### config.mk
export PLATFORM = sky130hd
export DESIGN_NAME = maxnet_array_flat
export DESIGN_NICKNAME = d
export VERILOG_FILES = /design/src/rtl/maxnet_pkg.sv /design/src/rtl/maxnet_if.sv /design/src/rtl/maxnet_cell.sv /design/src/rtl/maxnet_array.sv /design/src/flat_wrapper.sv
export SDC_FILE = /design/constraint.sdc
export NUM_CORES = 2
export LEC_CHECK = 0
export BUFFER_PORTS_ARGS = -buffer_cell sky130_fd_sc_hd__buf_2
export CORE_MARGIN = 5
export CORE_UTILIZATION = 30
export DETAILED_ROUTE_END_ITERATION = 6
export GPL_TIMING_DRIVEN = 0
export MAX_ROUTING_LAYER = met4
export PLACE_DENSITY = 0.5
export RECOVER_POWER = 100
export SLEW_MARGIN = 30
export SYNTH_ARGS = -nofsm -noshare
export SYNTH_HDL_FRONTEND = slang
export SYNTH_SLANG_ARGS = --single-unit
### constraint.sdc
create_clock -name clk -period 14.3 [get_ports clk]
set_input_delay 2.86 -clock clk [delete_from_list [all_inputs] [get_ports clk]]
set_output_delay 2.86 -clock clk [all_outputs]
set_load 0.05 [all_outputs]
### src/rtl/maxnet_pkg.sv
// maxnet_pkg: shared types and constants for the Maxnet winner-take-all engine.
//   state_e    - control FSM states
//   DEF_*      - default numeric configuration (Q16.16 activations, EPS = 0.2)
//   sum_width  - width needed to sum n activations of width w without overflow
package maxnet_pkg;

  typedef enum logic [1:0] {
    IDLE = 2'd0,
    ITER = 2'd1,
    DONE = 2'd2
  } state_e;

  localparam int unsigned DEF_N        = 4;
  localparam int unsigned DEF_W        = 32;
  localparam int unsigned DEF_FRAC     = 16;
  localparam int unsigned DEF_EPS      = 13107;
  localparam int unsigned DEF_MAX_ITER = 63;

  function automatic int unsigned sum_width(input int unsigned w, input int unsigned n);
    return w + $clog2(n);
  endfunction

endpackage

### src/rtl/maxnet_if.sv
// maxnet_if: run request / result bundle of the Maxnet engine.
//   start, in_data (N*W, channel i at [i*W +: W])       : requester -> engine
//   max, max_idx, tie, busy, Done, [iter_cnt]            : engine -> requester
// iter_cnt exists only when MAXNET_ITER_CNT_EN is defined.
interface maxnet_if #(
  parameter int unsigned N        = 4,
  parameter int unsigned W        = 32,
  parameter int unsigned MAX_ITER = 63
);
  localparam int unsigned IW = $clog2(N);
  localparam int unsigned CW = $clog2(MAX_ITER + 1);

  logic           start;
  logic [N*W-1:0] in_data;
  logic [W-1:0]   max;
  logic [IW-1:0]  max_idx;
  logic           tie;
  logic           busy;
  logic           Done;
`ifdef MAXNET_ITER_CNT_EN
  logic [CW-1:0]  iter_cnt;

  modport master (output start, in_data,
                  input  max, max_idx, tie, busy, Done, iter_cnt);
  modport slave  (input  start, in_data,
                  output max, max_idx, tie, busy, Done, iter_cnt);
`else
  modport master (output start, in_data,
                  input  max, max_idx, tie, busy, Done);
  modport slave  (input  start, in_data,
                  output max, max_idx, tie, busy, Done);
`endif

endinterface

### src/rtl/maxnet_cell.sv
// maxnet_cell: one Maxnet channel. Holds act[i], applies lateral inhibition.
//   clk, rst       : clock, synchronous active-low reset
//   sum            : sum of all channel activations (SW bits, signed)
//   load, load_val : load ReLU(load_val) into the activation
//   upd            : apply act <- ReLU(act - floor(EPS*(sum-act) >> FRAC))
//   act            : current activation (registered)
//   nonzero_c      : act > 0
module maxnet_cell
  import maxnet_pkg::*;
#(
  parameter int unsigned W    = DEF_W,
  parameter int unsigned FRAC = DEF_FRAC,
  parameter int unsigned EPS  = DEF_EPS,
  parameter int unsigned SW   = sum_width(DEF_W, DEF_N)
) (
  input  logic                clk,
  input  logic                rst,
  input  logic signed [SW-1:0] sum,
  input  logic                load,
  input  logic signed [W-1:0] load_val,
  input  logic                upd,
  output logic signed [W-1:0] act,
  output logic                nonzero_c
);

  // Product width covers the full-precision EPS * (sum - act)
  localparam int unsigned PW = SW + W;
  localparam logic signed [PW-1:0] EPS_P = PW'(EPS);

  logic signed [W-1:0]  act_q;
  logic signed [SW-1:0] others;
  logic signed [PW-1:0] prod;
  logic signed [PW-1:0] inh;
  logic signed [PW-1:0] diff;
  logic signed [W-1:0]  upd_val;
  logic signed [W-1:0]  load_relu;

  // Inhibition term (arithmetic shift = floor) and ReLU of the result
  always_comb begin
    others    = sum - SW'(act_q);
    prod      = PW'(others) * EPS_P;
    inh       = prod >>> FRAC;
    diff      = PW'(act_q) - inh;
    upd_val   = (diff <= 0) ? '0 : W'(diff);
    load_relu = load_val[W-1] ? '0 : load_val;
  end

  always_ff @(posedge clk) begin
    if (!rst)      act_q <= '0;
    else if (load) act_q <= load_relu;
    else if (upd)  act_q <= upd_val;
  end

  assign act       = act_q;
  assign nonzero_c = (act_q > 0);

endmodule

### src/rtl/maxnet_array.sv
// maxnet_array: parametrised Maxnet winner-take-all engine.
//   clk  : rising-edge clock
//   rst  : synchronous active-low reset
//   bus  : maxnet_if slave (start/in_data in; max/max_idx/tie/busy/Done out)
// Optional: MAXNET_ITER_CNT_EN adds bus.iter_cnt = number of updates of the run.
module maxnet_array
  import maxnet_pkg::*;
#(
  parameter int unsigned N        = DEF_N,
  parameter int unsigned W        = DEF_W,
  parameter int unsigned FRAC     = DEF_FRAC,
  parameter int unsigned EPS      = DEF_EPS,
  parameter int unsigned MAX_ITER = DEF_MAX_ITER
) (
  input  logic     clk,
  input  logic     rst,
  maxnet_if.slave  bus
);

  localparam int unsigned SW   = sum_width(W, N);
  localparam int unsigned IW   = $clog2(N);
  localparam int unsigned CW   = $clog2(MAX_ITER + 1);
  localparam int unsigned NCW  = $clog2(N + 1);

  state_e state, next_state;

  logic signed [W-1:0]  act  [N];
  logic signed [W-1:0]  orig [N];
  logic [N-1:0]         nz;
  logic signed [SW-1:0] sum;
  logic [NCW-1:0]       nz_cnt;
  logic [IW-1:0]        pri_idx;
  logic [CW-1:0]        iter;

  logic                 load, upd, cap;
  logic [W-1:0]         cap_max;
  logic [IW-1:0]        cap_idx;
  logic                 cap_tie;

  logic [W-1:0]         max_q;
  logic [IW-1:0]        max_idx_q;
  logic                 tie_q, busy_q, done_q;

  // Channel cells
  for (genvar i = 0; i < N; i++) begin : g_cell
    maxnet_cell #(.W(W), .FRAC(FRAC), .EPS(EPS), .SW(SW)) u_cell (
      .clk       (clk),
      .rst       (rst),
      .sum       (sum),
      .load      (load),
      .load_val  (bus.in_data[i*W +: W]),
      .upd       (upd),
      .act       (act[i]),
      .nonzero_c (nz[i])
    );
  end

  // Activation sum, survivor count and lowest-index survivor
  always_comb begin
    sum     = '0;
    nz_cnt  = '0;
    pri_idx = '0;
    for (int i = 0; i < int'(N); i++) begin
      sum    = sum + SW'(act[i]);
      nz_cnt = nz_cnt + NCW'(nz[i]);
    end
    for (int i = int'(N) - 1; i >= 0; i--) begin
      if (nz[i]) pri_idx = IW'(i);
    end
  end

  always_ff @(posedge clk) begin
    if (!rst) state <= IDLE;
    else      state <= next_state;
  end

  // Next state and run control; exit checks take priority over an update
  always_comb begin
    next_state = state;
    load       = 1'b0;
    upd        = 1'b0;
    cap        = 1'b0;
    cap_max    = '0;
    cap_idx    = '0;
    cap_tie    = 1'b0;
    unique case (state)
      IDLE: begin
        if (bus.start) begin
          load       = 1'b1;
          next_state = ITER;
        end
      end
      ITER: begin
        if (nz_cnt == NCW'(1)) begin
          cap        = 1'b1;
          cap_max    = orig[pri_idx];
          cap_idx    = pri_idx;
          next_state = DONE;
        end else if (nz_cnt == '0) begin
          cap        = 1'b1;
          cap_tie    = 1'b1;
          next_state = DONE;
        end else if (iter == CW'(MAX_ITER)) begin
          cap        = 1'b1;
          cap_max    = orig[pri_idx];
          cap_idx    = pri_idx;
          cap_tie    = 1'b1;
          next_state = DONE;
        end else begin
          upd = 1'b1;
        end
      end
      DONE:    next_state = IDLE;
      default: next_state = IDLE;
    endcase
  end

  // Original inputs and update counter
  always_ff @(posedge clk) begin
    if (!rst) begin
      for (int i = 0; i < int'(N); i++) orig[i] <= '0;
      iter <= '0;
    end else begin
      if (load) begin
        for (int i = 0; i < int'(N); i++) orig[i] <= bus.in_data[i*W +: W];
        iter <= '0;
      end else if (upd) begin
        iter <= iter + CW'(1);
      end
    end
  end

  // Result registers hold until the next capture; busy/Done track next state
  always_ff @(posedge clk) begin
    if (!rst) begin
      max_q     <= '0;
      max_idx_q <= '0;
      tie_q     <= 1'b0;
      busy_q    <= 1'b0;
      done_q    <= 1'b0;
    end else begin
      if (cap) begin
        max_q     <= cap_max;
        max_idx_q <= cap_idx;
        tie_q     <= cap_tie;
      end
      busy_q <= (next_state != IDLE);
      done_q <= (next_state == DONE);
    end
  end

`ifdef MAXNET_ITER_CNT_EN
  logic [CW-1:0] iter_cnt_q;

  always_ff @(posedge clk) begin
    if (!rst)     iter_cnt_q <= '0;
    else if (cap) iter_cnt_q <= iter;
  end

  assign bus.iter_cnt = iter_cnt_q;
`endif

  assign bus.max     = max_q;
  assign bus.max_idx = max_idx_q;
  assign bus.tie     = tie_q;
  assign bus.busy    = busy_q;
  assign bus.Done    = done_q;

endmodule

### src/flat_wrapper.sv
// flat-port wrapper written by rule: the top's interface ports become plain ports
module maxnet_array_flat import maxnet_pkg::*;
#(
  parameter int unsigned N        = DEF_N,
  parameter int unsigned W        = DEF_W,
  parameter int unsigned FRAC     = DEF_FRAC,
  parameter int unsigned EPS      = DEF_EPS,
  parameter int unsigned MAX_ITER = DEF_MAX_ITER
)
  (clk, rst, bus_start, bus_in_data, bus_max, bus_max_idx, bus_tie, bus_busy, bus_Done);
  maxnet_if #(.N(N), .W(W), .MAX_ITER(MAX_ITER)) bus_i ();
  input  logic clk;
  input  logic rst;
  input wire logic [$bits(bus_i.start)-1:0] bus_start;
  input wire logic [$bits(bus_i.in_data)-1:0] bus_in_data;
  output wire logic [$bits(bus_i.max)-1:0] bus_max;
  output wire logic [$bits(bus_i.max_idx)-1:0] bus_max_idx;
  output wire logic [$bits(bus_i.tie)-1:0] bus_tie;
  output wire logic [$bits(bus_i.busy)-1:0] bus_busy;
  output wire logic [$bits(bus_i.Done)-1:0] bus_Done;
  assign bus_i.start = bus_start;
  assign bus_i.in_data = bus_in_data;
  assign bus_max = bus_i.max;
  assign bus_max_idx = bus_i.max_idx;
  assign bus_tie = bus_i.tie;
  assign bus_busy = bus_i.busy;
  assign bus_Done = bus_i.Done;
  maxnet_array #(.N(N), .W(W), .FRAC(FRAC), .EPS(EPS), .MAX_ITER(MAX_ITER)) u_core (.clk(clk), .rst(rst), .bus(bus_i));
endmodule
==> impl_metrics.toml <==
[synthesis]
synth.largest_area_cell = "fa_1"
synth.avg_cell_area_um2 = 9.33
async_reset_ff_frac = 0
synth_ff_type = "dfxtp_1"
syn_nets = 8435
yosys_warnings = 0
yosysMostFrequentCell = "inv_1"
ys_top_cells_by_area = "fa_1 (22%), ha_1 (20%), inv_1 (6.2%)"
synth_cell_type_count = 109
syn_area_mm2 = 0.0618
ys_seq_area_frac = 0.118
synth_seq_cells = 301
ys_top_cells_by_count = "inv_1 (1,026), ha_1 (1,008), fa_1 (678), a21o_1 (366), a21oi_1 (358)"
synthCells = 6618
yosys.area.top_type_share = 0.220
synth_edf_count = 128

[job]
drv_cap = 3

[detailed_routing]
drtIter0Drc = 3307
via_count = 50700
drc = 2
ant_nets = 0
vias_per_cell = 5.24
drt_pass1_iterations = 7
wirelength_um = 245000
wl_per_cell_um = 25.3

[finish]
layout.nets = 8779
fillCellCount = 20900
drive_above_1_share = 0.117
syn2layout_area_growth_pct = 15.1

[critical_path]
slowest_stage = "fa_1"
r2r_cells = 55
cp.arrival_ns = 14.33
cp_max_fo = 6
cpPeakStageDelay_ns = 0.52
critPathMostFrequentCell = "a21o_1"
worst-path-buf-inv = 7
critPathCaptureType = "flip-flop"
crit_type = "reg2reg"
critical-path-top-delay-family = "compound AO/OA/AOI/OAI gates"
start_kind = "flip-flop"
reg2reg_slack_ns = 0.41
r2r_start = "u_core.g_cell[1].u_cell.act[15]"
required_ns = 14.73
r2r-end = "u_core.g_cell[2].u_cell.act[1]"

[timing]
setup_ws_ns = 0.407
grt_setup_unrepaired = "yes"
layout_worst_path_cycle_share = 0.972
setup_tns_ns = 0
whs_ns = 0.506
finalMaxSlewViolations = 139
hold_violations = 0
relSlewSlack = -0.859
finClkSkew_ns = 0.0504
max_freq_mhz = 72.0
setup_viol = 0
tightest_slew_ns = 2.79
fin_crit_ns = 13.89

[global_routing]
grt_pass1_wl_um = 351000
grtUsageTotal = 0.226
grt_max_degree = 51
grt_antenna_before_repair = 13
globalRouteOverflowTotal = 0
grt_pass1_vias = 51700

[die]
die_width_um = 464
dieArea_mm2 = 0.215
chipHeight_um = 464
ios = 168
core-area_mm2 = 0.205
rows = 166
start_util = 0.302

[cts]
cts_root_buf = "clkbuf_16"
insertion_delay_ns = 0.63
cts_tree = "yes"
cts_buffers = 29
hold_buffers = 0
clockBufferDepth = 3
path_clk_slew_ns = 0.08
htree_num_levels = 1
clock-sinks = 301

[min_path]
worstHoldStart = "u_core.iter[5]"
hold_path_end = "u_core.iter[5]"
hold_path.class = "reg2reg"
worstHoldPathCells = 2

[placement]
hpwlAfterDp_um = 214000
io_buffers = 166
place_congestion = 0.980
place_ws_ns = -1.99

[status]
violations = "design-rule violations, max-capacitance violations, max-slew violations"
outcome = "finished, violations left"
## per-layer routing
metal,up-vias,GRT usage,part of all wire
li1,23700,-,-
met1,25100,0.271,0.41
met2,1432,0.363,0.46
met3,476,0.0177,0.041
met4,0,0.157,0.088
met5,-,-,0
## worst min-delay path: cells and delay by family (launching register included)
kind           cells  cell delay (ns)
AO/OA/AOI/OAI      2             0.13
flip-flops         1             0.33
## registers in the layout, summed over array words and instances (netlist names)
signal,flops
u_core.g_cell.u_cell.act,128
u_core.orig,128
u_core.bus.max,32
u_core.iter,6
u_core.bus.max_idx,2
u_core.state,2
u_core.bus.Done,1
u_core.bus.busy,1
u_core.bus.tie,1
## layout by cell type (no fill, tap or decap), types with 20 or more instances in the layout
| cell type | Yosys | final |
|---|---|---|
| buf_4 | 0 | 129 |
| nor2b_1 | 67 | 65 |
| a22oi_1 | 43 | 43 |
| a211oi_1 | 136 | 130 |
| xnor2_1 | 312 | 256 |
| nand2_1 | 212 | 207 |
| o21a_1 | 59 | 57 |
| nor2_1 | 282 | 269 |
| buf_6 | 0 | 20 |
| a21o_1 | 366 | 366 |
| a21oi_2 | 6 | 42 |
| xor2_1 | 342 | 309 |
| and3_1 | 168 | 165 |
| nor4_1 | 40 | 39 |
| nor3_1 | 56 | 52 |
| a221oi_2 | 1 | 34 |
| nand4_1 | 52 | 52 |
| o21ai_0 | 215 | 192 |
| edfxtp_1 | 128 | 128 |
| xnor2_4 | 3 | 25 |
| nand3_1 | 59 | 59 |
| buf_2 | 12 | 137 |
| ha_2 | 0 | 23 |
| o21ai_1 | 14 | 28 |
| clkbuf_1 | 156 | 174 |
| a21oi_1 | 358 | 312 |
| o21bai_1 | 48 | 45 |
| xnor2_2 | 9 | 43 |
| dfxtp_1 | 173 | 167 |
| clkbuf_16 | 0 | 29 |
| a31oi_1 | 41 | 35 |
| fa_1 | 678 | 673 |
| a221oi_1 | 115 | 80 |
| inv_1 | 1026 | 1016 |
| ha_1 | 1008 | 956 |
| ha_4 | 0 | 29 |
| nand2b_1 | 71 | 69 |
| mux4_2 | 32 | 32 |
## layout make-up
type | count | area, um2 | share of cell area
Multi-Input combinational cell | 5113 | 52600 | 0.740
Sequential cell | 301 | 7320 | 0.103
Inverter | 1029 | 3880 | 0.0546
Tap cell | 2688 | 3360 | 0.0473
Timing Repair Buffer | 330 | 2280 | 0.0321
Clock buffer | 43 | 823 | 0.0116
Buffer | 158 | 677 | 0.00953
Clock inverter | 9 | 104 | 0.00146
Antenna cell | 9 | 22.5 | 0.000317
## logic make-up after synthesis
| logic type | share of synthesized area |
|---|---|
| flip-flops | 0.118 |
| buffers and inverters | 0.0734 |
| multiplexers | 0.0146 |
| AND/OR/NAND/NOR | 0.0903 |
| AO/OA/AOI/OAI | 0.180 |
| XOR/XNOR | 0.0997 |
| adder cells (fa/ha/maj) | 0.424 |
## worst max path at each step
stage	slack (ns)	depth (start not counted)	startpoint	to
after floorplan	1.34	57	u_core.g_cell[3].u_cell.act[1]	u_core.g_cell[2].u_cell.act[22]
after global placement	-2.89	57	u_core.g_cell[3].u_cell.act[1]	u_core.g_cell[0].u_cell.act[15]
after detailed placement	-1.99	57	u_core.g_cell[3].u_cell.act[1]	u_core.g_cell[0].u_cell.act[18]
after CTS	0.007	59	u_core.g_cell[3].u_cell.act[1]	u_core.g_cell[0].u_cell.act[15]
after global routing	-0.09	60	u_core.g_cell[3].u_cell.act[1]	u_core.g_cell[2].u_cell.act[6]
final	0.41	55	u_core.g_cell[1].u_cell.act[15]	u_core.g_cell[2].u_cell.act[1]
## repair_timing
| item | in CTS | in global routing |
|---|---|---|
| setup buffers | 49 | 84 |
| setup endpoints to repair | 128 | 128 |
| pin swaps | 32 | 100 |
| resized for setup | 176 | 279 |
| endpoints found under the hold margin | 0 | 0 |
## through the flow
stage	utilization	instances	instance area, um2
finish	0.347	9680	71100
global route	0.347	9677	71100
CTS	0.337	9594	69000
detailed placement	0.326	9503	66700
global placement	0.322	9472	65900
floorplan	-	6618	61800
Power is left out: the tool's default activity adds up to more than one toggle a clock period on the data nets, which glitch-free logic cannot reach.
